$ cat src/rtl/wisc_fetch_unit.sv
// WISC-S15 fetch stage: PC generation, up to two outstanding imem requests, 2-entry prefetch queue.
// Request to decode-visible latency is grant + k + 1; a full queue or pending responses stall issue.

module wisc_fifo #(
  parameter int W     = 8,
  parameter int DEPTH = 2
) (
  input  logic                         clk,
  input  logic                         rst,
  input  logic                         flush,
  input  logic                         push,
  input  logic [W-1:0]                 push_dat,
  input  logic                         pop,
  output logic [W-1:0]                 pop_dat,
  output logic [$clog2(DEPTH+1)-1:0]   count
);
  localparam int PW = (DEPTH > 1) ? $clog2(DEPTH) : 1;
  localparam int CW = $clog2(DEPTH + 1);

  logic [W-1:0]  mem [DEPTH];
  logic [PW-1:0] rd_ptr;
  logic [PW-1:0] wr_ptr;
  logic          push_ok;
  logic          pop_ok;

  function automatic logic [PW-1:0] ptr_inc(input logic [PW-1:0] p);
    return (p == PW'(DEPTH - 1)) ? '0 : p + 1'b1;
  endfunction

  assign push_ok = push && (count != CW'(DEPTH));
  assign pop_ok  = pop && (count != '0);
  assign pop_dat = mem[rd_ptr];

  always_ff @(posedge clk) begin
    if (rst) begin
      rd_ptr <= '0;
      wr_ptr <= '0;
      count  <= '0;
      for (int i = 0; i < DEPTH; i++) mem[i] <= '0;
    end else if (flush) begin
      rd_ptr <= '0;
      wr_ptr <= '0;
      count  <= '0;
    end else begin
      if (push_ok) begin
        mem[wr_ptr] <= push_dat;
        wr_ptr      <= ptr_inc(wr_ptr);
      end
      if (pop_ok) rd_ptr <= ptr_inc(rd_ptr);
      count <= count + CW'(push_ok) - CW'(pop_ok);
    end
  end
endmodule

module wisc_fetch_unit #(
  parameter int                ADDR_W   = 16,
  parameter int                INSTR_W  = 16,
  parameter logic [ADDR_W-1:0] RESET_PC = '0
) (
  input  logic               clk,
  input  logic               rst,
  output logic               imem_req,
  output logic [ADDR_W-1:0]  imem_addr,
  input  logic               imem_gnt,
  input  logic               imem_rvalid,
  input  logic [INSTR_W-1:0] imem_rdata,
  output logic               instr_valid,
  output logic [INSTR_W-1:0] instr,
  output logic [ADDR_W-1:0]  instr_pc,
  input  logic               dec_ready,
  input  logic               redirect_valid,
  input  logic [ADDR_W-1:0]  redirect_pc,
  input  logic               halt,
  output logic [ADDR_W-1:0]  fetch_pc
);
  typedef struct packed {
    logic [INSTR_W-1:0] instr;
    logic [ADDR_W-1:0]  pc;
  } q_ent_t;

  q_ent_t              q_push_dat;
  q_ent_t              q_head;
  logic [1:0]          count;
  logic [1:0]          outst;
  logic [2:0]          drop;
  logic [ADDR_W-1:0]   ifl_head;
  logic                gnt_fire;
  logic                rsp_keep;
  logic                rsp_drop;

  // Issue only when every outstanding response is guaranteed a queue slot.
  assign imem_req  = !rst && !halt && !redirect_valid &&
                     (({1'b0, count} + {1'b0, outst}) < 3'd2);
  assign imem_addr = fetch_pc;
  assign gnt_fire  = imem_req && imem_gnt;
  assign rsp_drop  = imem_rvalid && (drop != 3'd0);
  assign rsp_keep  = imem_rvalid && (drop == 3'd0) && (outst != 2'd0);

  assign q_push_dat  = '{instr: imem_rdata, pc: ifl_head};
  assign instr_valid = (count != 2'd0);
  assign instr       = q_head.instr;
  assign instr_pc    = q_head.pc;

  wisc_fifo #(.W(ADDR_W), .DEPTH(2)) u_inflight (
    .clk      (clk),
    .rst      (rst),
    .flush    (redirect_valid),
    .push     (gnt_fire),
    .push_dat (fetch_pc),
    .pop      (rsp_keep),
    .pop_dat  (ifl_head),
    .count    (outst)
  );

  wisc_fifo #(.W($bits(q_ent_t)), .DEPTH(2)) u_prefetch (
    .clk      (clk),
    .rst      (rst),
    .flush    (redirect_valid),
    .push     (rsp_keep),
    .push_dat (q_push_dat),
    .pop      (instr_valid && dec_ready),
    .pop_dat  (q_head),
    .count    (count)
  );

  always_ff @(posedge clk) begin
    if (rst) begin
      fetch_pc <= RESET_PC;
    end else if (redirect_valid) begin
      fetch_pc <= redirect_pc;
    end else if (gnt_fire) begin
      fetch_pc <= fetch_pc + 1'b1;
    end
  end

  // Redirect adds to any drops still pending so back-to-back redirects stay correct.
  always_ff @(posedge clk) begin
    if (rst) begin
      drop <= 3'd0;
    end else if (redirect_valid) begin
      drop <= drop + {1'b0, outst} - {2'b00, rsp_keep || rsp_drop};
    end else if (rsp_drop) begin
      drop <= drop - 3'd1;
    end
  end

  a_rvalid_proto: assert property (@(posedge clk) disable iff (rst)
    !(imem_rvalid && (outst == 2'd0) && (drop == 3'd0)));
endmodule
$ cat config.mk
export PLATFORM = sky130hd
export DESIGN_NAME = wisc_fetch_unit
export DESIGN_NICKNAME = d
export VERILOG_FILES = /design/src/rtl/wisc_fetch_unit.sv
export SDC_FILE = /design/constraint.sdc
export NUM_CORES = 1
export LEC_CHECK = 0
export CORE_MARGIN = 1.5
export CORE_UTILIZATION = 50
export DETAILED_ROUTE_END_ITERATION = 6
export PLACE_DENSITY = 0.81
export SETUP_SLACK_MARGIN = 0.2
export SLEW_MARGIN = 10
export SYNTH_ARGS = -nofsm -noshare
export SYNTH_HDL_FRONTEND = slang
export SYNTH_SLANG_ARGS = --single-unit
$ cat constraint.sdc
create_clock -name clk -period 3.5 [get_ports clk]
set_clock_uncertainty 0.05 [all_clocks]
set_input_delay 0.7 -clock clk [delete_from_list [all_inputs] [get_ports clk]]
set_output_delay 0.7 -clock clk [all_outputs]
set_load 0.1 [all_outputs]
# Word level (Yosys, flattened, before mapping)
# Memories as Yosys holds them, arrays and structs flattened. A register that Yosys moved wholly into a read port is not among the register bits.
# Index checks and enable logic that the tools add are counted.
# Widths: inputs -> output; s select.
[op_classes]
n_addsub = 13
mul = 0
n_div = 0
n_lt_le_gt_ge = 1
eq_ne = 2
shift = 0
muxes = 28
bitwise = 0
n_reduce_logical = 25
[op_table]
columns = ["op", "n"]
rows = [
  ["$mux 16", 3],
  ["$mux 32", 1],
  ["$reduce_or 32->1", 1],
  ["$mux 1", 22],
  ["$add 16x1->16 const B", 1],
  ["$reduce_or 16->1", 1],
  ["$logic_and 1x1->1", 12],
  ["$reduce_bool 2->1", 4],
  ["$mux 3", 2],
  ["$add 1x1->1 const B", 4],
  ["$add 2x1->2", 2],
  ["$ne 2x2->1 const B", 2],
  ["$sub 2x1->2", 2],
  ["$add 2x2->3", 1],
  ["$add 3x2->3", 1],
  ["$logic_not 1->1", 3],
  ["$logic_not 3->1", 1],
  ["$lt 3x2->1 const B", 1],
  ["$reduce_bool 3->1", 1],
  ["$sub 3x1->3", 1],
  ["$sub 3x1->3 const B", 1],
  ["$reduce_or 2->1", 1],
  ["$logic_or 1x1->1", 1],
]
[word_totals]
ff_bits = 27
latchBits = 0
mem_bits_rw = 96
mem_bits_ro = 0
input_bits = 39
output_inout_bits = 66
word_cells = 79
memories = 2
[memory_table]
columns = ["memory", "words", "width", "read_ports", "rd_clocked_by_memory_dff", "wr", "line_no", "rtl"]
rows = [
  ["u_prefetch.mem", 2, 32, 1, 1, 2, "20", "logic [W-1:0] mem [DEPTH];"],
  ["u_inflight.mem", 2, 16, 1, 1, 2, "20", ""],
]

# Logic depth before layout (Yosys ltp)
# Gate-level depths: netlist of the first run.
[depth]
ltp_word = 12
depth_mapped = 13
ltp_nobuf = 13

# Cells and area by module
# Synthesis of the first run repeated with hierarchy kept, for this count alone.
[unflattened]
hier_cells = 467
hier_area_um2 = 6050.8
[modules_own_cells]
columns = ["module", "instances", "cells_per_inst", "area_each_um2", "seq_area_each_um2"]
rows = [
  ["wisc_fifo (u_prefetch)", 1, 197, 3065.4, 2021.9],
  ["wisc_fifo (u_inflight)", 1, 111, 1651.6, 1061.0],
  ["wisc_fetch_unit", 1, 159, 1333.8, 380.4],
]

# Worst setup path before layout of the first run
# OpenSTA, ideal clock, no wires.
[synth_path]
path_kind = "input-to-output"
from = "in rst"
to = "out imem_req"
t_arrival_ns = 4.048
slack_ns = -1.298
stages = 3
cell_sequence = "or2_2 -> clkbuf_1 -> nor4_1"
[synth_via]
elab_chain_len = 4
[synth_rtl]
columns = ["element", "line_no", "rtl"]
rows = [
  ["start: declaration", "61", "input logic rst,"],
  ["$logic_not 1->1", "92", "assign imem_req = !rst && !halt && !redirect_valid &&"],
  ["$logic_and 1x1->1 (3 in series)", "92", ""],
  ["end: declaration", "62", "output logic imem_req,"],
]
# No other way between the ends.

==> results.md, run 1 <==
Outcome:
- The run finished with clean final reports.

Synth:
- In the post-synthesis netlist, the biggest area contributors are sky130_fd_sc_hd__edfxtp_1 (49%), sky130_fd_sc_hd__dfxtp_1 (10%), sky130_fd_sc_hd__mux2_2 (6.2%).
- The Yosys step of the flow raised 0 warnings.
- The share of flip-flops with an asynchronous set or reset after synthesis is 0%.
- Among all flip-flop cells after synthesis, the most frequent one is sky130_fd_sc_hd__edfxtp_1.
- Counting distinct cell types in the post-synthesis netlist gives between 50 and 60.
- Summing the sequential cell areas from Yosys gives between 50% and 60% of the chip area.
- Each instance of the synthesized netlist takes up on average between 10 and 15 um^2.
- In this run, synthesis inferred 96 flip-flops with an integrated enable.
- Synthesis inferred 125 register bits.
- The area share of the leading cell type in the synthesized netlist is between 40% and 50%.
- The synthesized net count is roughly 520.
- The cell taking the most area after synthesis is sky130_fd_sc_hd__edfxtp_1.
- The number of instances in the synthesized netlist is roughly 470.
- The post-synth design cell area is slightly below 6000 um^2.

Global route:
- The global-route wire length before repair is around 19000 um.
- The peak-usage layer in the global routing report is met2.
- Global routing used a little under 20% of the available tracks.
- In the global route stage, met3 resource usage came out at 4.92%.
- The final global-route overflow total is 0.
- For met2 alone, demand over resource in global routing was approximately 33%.
- The initial antenna violation count is 0.
- For this run, global-route usage on met1 was measured as a little under a quarter.
- The largest net degree at the start of global routing is 33.
- The via count of the first global-routing pass is 3881.

STA:
- Setup repair after global routing left no endpoint under its margin.
- Timing would allow up to approximately 330 MHz.
- The total count of max-transition violations in the final report is 0.
- In the finished design, the share of the clock period the worst path needs comes to between 80% and 90%.
- At the pin with the least slew margin, the transition time is between 0.8 and 0.9 ns.
- The number of setup violations in the final report is 0.
- For the finished layout, the period the worst path requires is 2.99 ns.
- The worst hold margin is roughly 0.46 ns.
- After routing, the total negative slack on setup checks comes to 0 ns.
- The final count of hold timing violations was 0.
- In this run the tightest slew margin relative to its limit is about two fifths.
- In the post-route analysis, the smallest setup slack over all paths is 0.510 ns.

Worst setup path:
- Of all nets on the critical path, the largest fanout is 18.
- The startpoint of the worst-slack reg-to-reg timing path is u_inflight.count[0].
- Walking the worst path, the cells encountered are inv_1, nor2_1, fa_1, or4b_4, or3_1, inv_2, a21o_1, buf_4.
- The standard cell with the maximum stage delay on the critical path is sky130_fd_sc_hd__or4b_4.
- The delay of the slowest critical-path stage is about 0.55 ns.
- STA classifies the critical path startpoint as a flip-flop.
- The length in cells of the worst reg-to-reg path is 8.
- The critical path class is reg -> reg.
- The origin of the worst setup path is u_inflight.count[0].
- The worst setup path is captured at a flip-flop.
- STA puts the critical path data arrival time at slightly above 3 ns.
- For the worst setup path, the data required time is around 3.6 ns.

Detailed routing:
- The routed via count is approximately 3.8k.
- In this run the remaining antenna-violating nets after routing total 0.
- The number of vias per cell after detailed routing is 5.22.
- In the final routed layout, each cell accounts on average for roughly 16 um.
- The number of DRC markers in iteration 0 is ~130.
- The iteration count of the initial detailed-routing pass is 4.
- After detailed routing, the number of remaining DRC violations is 0.
- The detailed-route wire length is approximately 11000 um.

Place:
- The HPWL after detailed placement is around 7500 um.
- The post-placement worst setup slack is around 0.35 ns.
- In this run the tool buffered the top-level ports with approximately 100 buffer cells.
- The placer congestion estimate is 0.806.

Cells and area:
- The repair_antennas step left the layout with diodes totalling 0.
- After filler insertion, the fill cell instance count of the layout stands at between 800 and 900.
- The final net count is 618.
- In the final layout, the share of cells above drive strength 1 is between 20 and 30%.
- Leaving out fill and tap cells, the most frequent cells in the layout are sky130_fd_sc_hd__edfxtp_1 (96), sky130_fd_sc_hd__buf_4 (77), sky130_fd_sc_hd__nor2_1 (56), sky130_fd_sc_hd__and2_1 (45), sky130_fd_sc_hd__clkdlybuf4s50_1 (38).
- The area growth from synthesis to layout is 25.4%.
- Leaving out fill and tap cells, the most frequent cell in the layout is sky130_fd_sc_hd__edfxtp_1.
- Across the whole layout, storage elements account for 3460 um^2.
- The multi-input logic area is 2060 um^2.

Die:
- Measured along the x axis, the die boundary spans between 100 and 150 um.
- The number of I/O pins is between 100 and 150.
- The region available for standard cell placement spans ~11000 um^2.
- The die is around 110 um tall.
- The die covers about 12000 um^2.
- The initial core utilization is about half.
- The floorplan has 39 rows.

Clock tree:
- The number of levels the H-tree was split into is 4.
- Counting along the longest clock path gives a buffer depth of 2.
- For this design, the CTS-stage hold fixing added 0 buffers.
- Clock tree synthesis inserted a total of 17 buffers.
- CTS placed an instance of sky130_fd_sc_hd__clkbuf_16 at the clock tree root.
- The post-cts sizing count is 0.
- The total setup buffers inserted after CTS is 0.
- Clock-pin slew was measured on the worst setup and hold paths at 0.05 ns.
- The clock latency at the later pin of the worst-skew pair is around 0.40 ns.
- CTS saw 125 sinks.
- The TritonCTS clock tree is yes.

Power:
- In this run the static leakage power is roughly 0.0029 uW.
- IR analysis of the VDD net gives a maximum drop of between 300 and 400 uV.
- Registers are responsible for approximately 43% of the overall power.
- Combinational logic burns roughly 16% of the power.
- The switching part of the total power is about 28%.
- The clock network is responsible for between 40% and 50% of the overall power.
- The total internal power is slightly below 3000 uW.
- Summed over all nets, the switching power comes to about 1100 uW.
- In this run the power density over the cells is 546 nW/um^2.

Hold path:
- The min-delay analysis places its worst path in the category reg -> reg.
- The worst hold path was traced through 2 stages.
- The beginning of the worst hold path is drop[2].

Job:
- The tool flagged a number of max-cap violations equal to 0.
[metrics by stage]
stage	util (%)	cell area [um^2]	instances	total power (uW)
global placement	59.4	6750	691	2360
finish	64.3	7310	723	3990
floorplan	-	5840	471	2220
CTS	64.3	7310	723	4010
global route	64.3	7310	723	4120
detailed placement	59.4	6750	691	2370
[state kept, by name, indices dropped and copies added (netlist names), named ones only]
name / count
u_prefetch.mem: 64
u_inflight.mem: 32
fetch_pc: 16
drop: 3
u_inflight.count: 2
u_prefetch.count: 2
u_inflight.rd_ptr: 1
u_inflight.wr_ptr: 1
u_prefetch.rd_ptr: 1
u_prefetch.wr_ptr: 1
[final cells by class]
type / count / area share (%)
clock inverter: 13 / 1.68
timing repair buffer: 116 / 13.4
sequential: 125 / 47.4
inverter: 19 / 0.976
tap: 143 / 2.45
clock buffer: 19 / 5.92
multi-input combinational: 288 / 28.2
[critical path: cells and delay by family (launching register included)]
kind | cells | cell delay (ns)
AOI/OAI and AO/OA | 1 | 0.15
adders and majority gates | 1 | 0.50
buffers and inverters | 3 | 0.53
DFF | 1 | 0.35
and+or+nand+nor | 3 | 1.10
[synthesized netlist by cell type (all sizes together), types with 3 or more instances]
cell type  instances
or2                3
or3                3
nor3              10
xnor2             13
buf               25
nand3              9
a21o               3
mux2i             16
a311oi             5
and3              18
and2              45
clkbuf            13
nor4               4
a21oi              4
a211oi             8
xor2               4
a31oi              4
mux2              32
inv               18
o21ai              4
nand2b             3
ha                10
nand2             14
nand4              3
nor2              56
dfxtp             29
edfxtp            96
[path summary, 6_finish.rpt]
check	slack [ns]	to
max reg2reg	0.51	u_inflight.mem[1][9]
min	0.46	drop[2]
min reg2reg	0.46	drop[2]
max	0.51	u_inflight.mem[1][9]
[power groups by stage]
| stage | clock network (uW) | logic, uW | registers [uW] |
|---|---|---|---|
| 5_1_grt | 1720 | 676 | 1720 |
| 4_1_cts | 1660 | 640 | 1710 |
| 6_report | 1640 | 636 | 1710 |
| 3_5_place_dp | 0 | 634 | 1740 |
| 2_1_floorplan | 0 | 414 | 1810 |
| 3_3_place_gp | 0 | 624 | 1730 |
[per-layer routing]
| layer | vias to the layer above | routed length [um] |
|---|---|---|
| li1 | 1860 | - |
| met1 | 1780 | 5020 |
| met2 | 115 | 5630 |
| met3 | 20 | 556 |
| met4 | 0 | 208 |
| met5 | - | 0 |
[kinds of logic after synthesis]
family / Yosys count / synth area share [%]
DFF: 125 / 59.4
muxes: 48 / 8.93
buffers and inverters: 58 / 5.54
adders and majority gates: 12 / 2.83
xor gates and xnor gates: 17 / 2.56
AOI/OAI and AO/OA: 34 / 4.34
and+or+nand+nor: 177 / 16.4
No activity file was read; power rests on OpenSTA's default activity.
==> run 2, diff against run 1 <==
--- a/config.mk
+++ b/config.mk
@@ -8,6 +8,7 @@
 export CORE_MARGIN = 1.5
 export CORE_UTILIZATION = 50
 export DETAILED_ROUTE_END_ITERATION = 6
+export HOLD_SLACK_MARGIN = 0.06
 export PLACE_DENSITY = 0.81
 export SETUP_SLACK_MARGIN = 0.2
 export SLEW_MARGIN = 10
==> results of run 2 <==
The final DEF is identical to that of run 1; final timing and power are the same.
==> run 3, diff against run 2 <==
--- a/config.mk
+++ b/config.mk
@@ -8,6 +8,7 @@
 export CORE_MARGIN = 1.5
 export CORE_UTILIZATION = 50
 export DETAILED_ROUTE_END_ITERATION = 6
+export GPL_ROUTABILITY_DRIVEN = 0
 export HOLD_SLACK_MARGIN = 0.06
 export PLACE_DENSITY = 0.81
 export SETUP_SLACK_MARGIN = 0.2
==> results of run 3 <==
The final DEF is identical to that of run 1; final timing and power are the same.
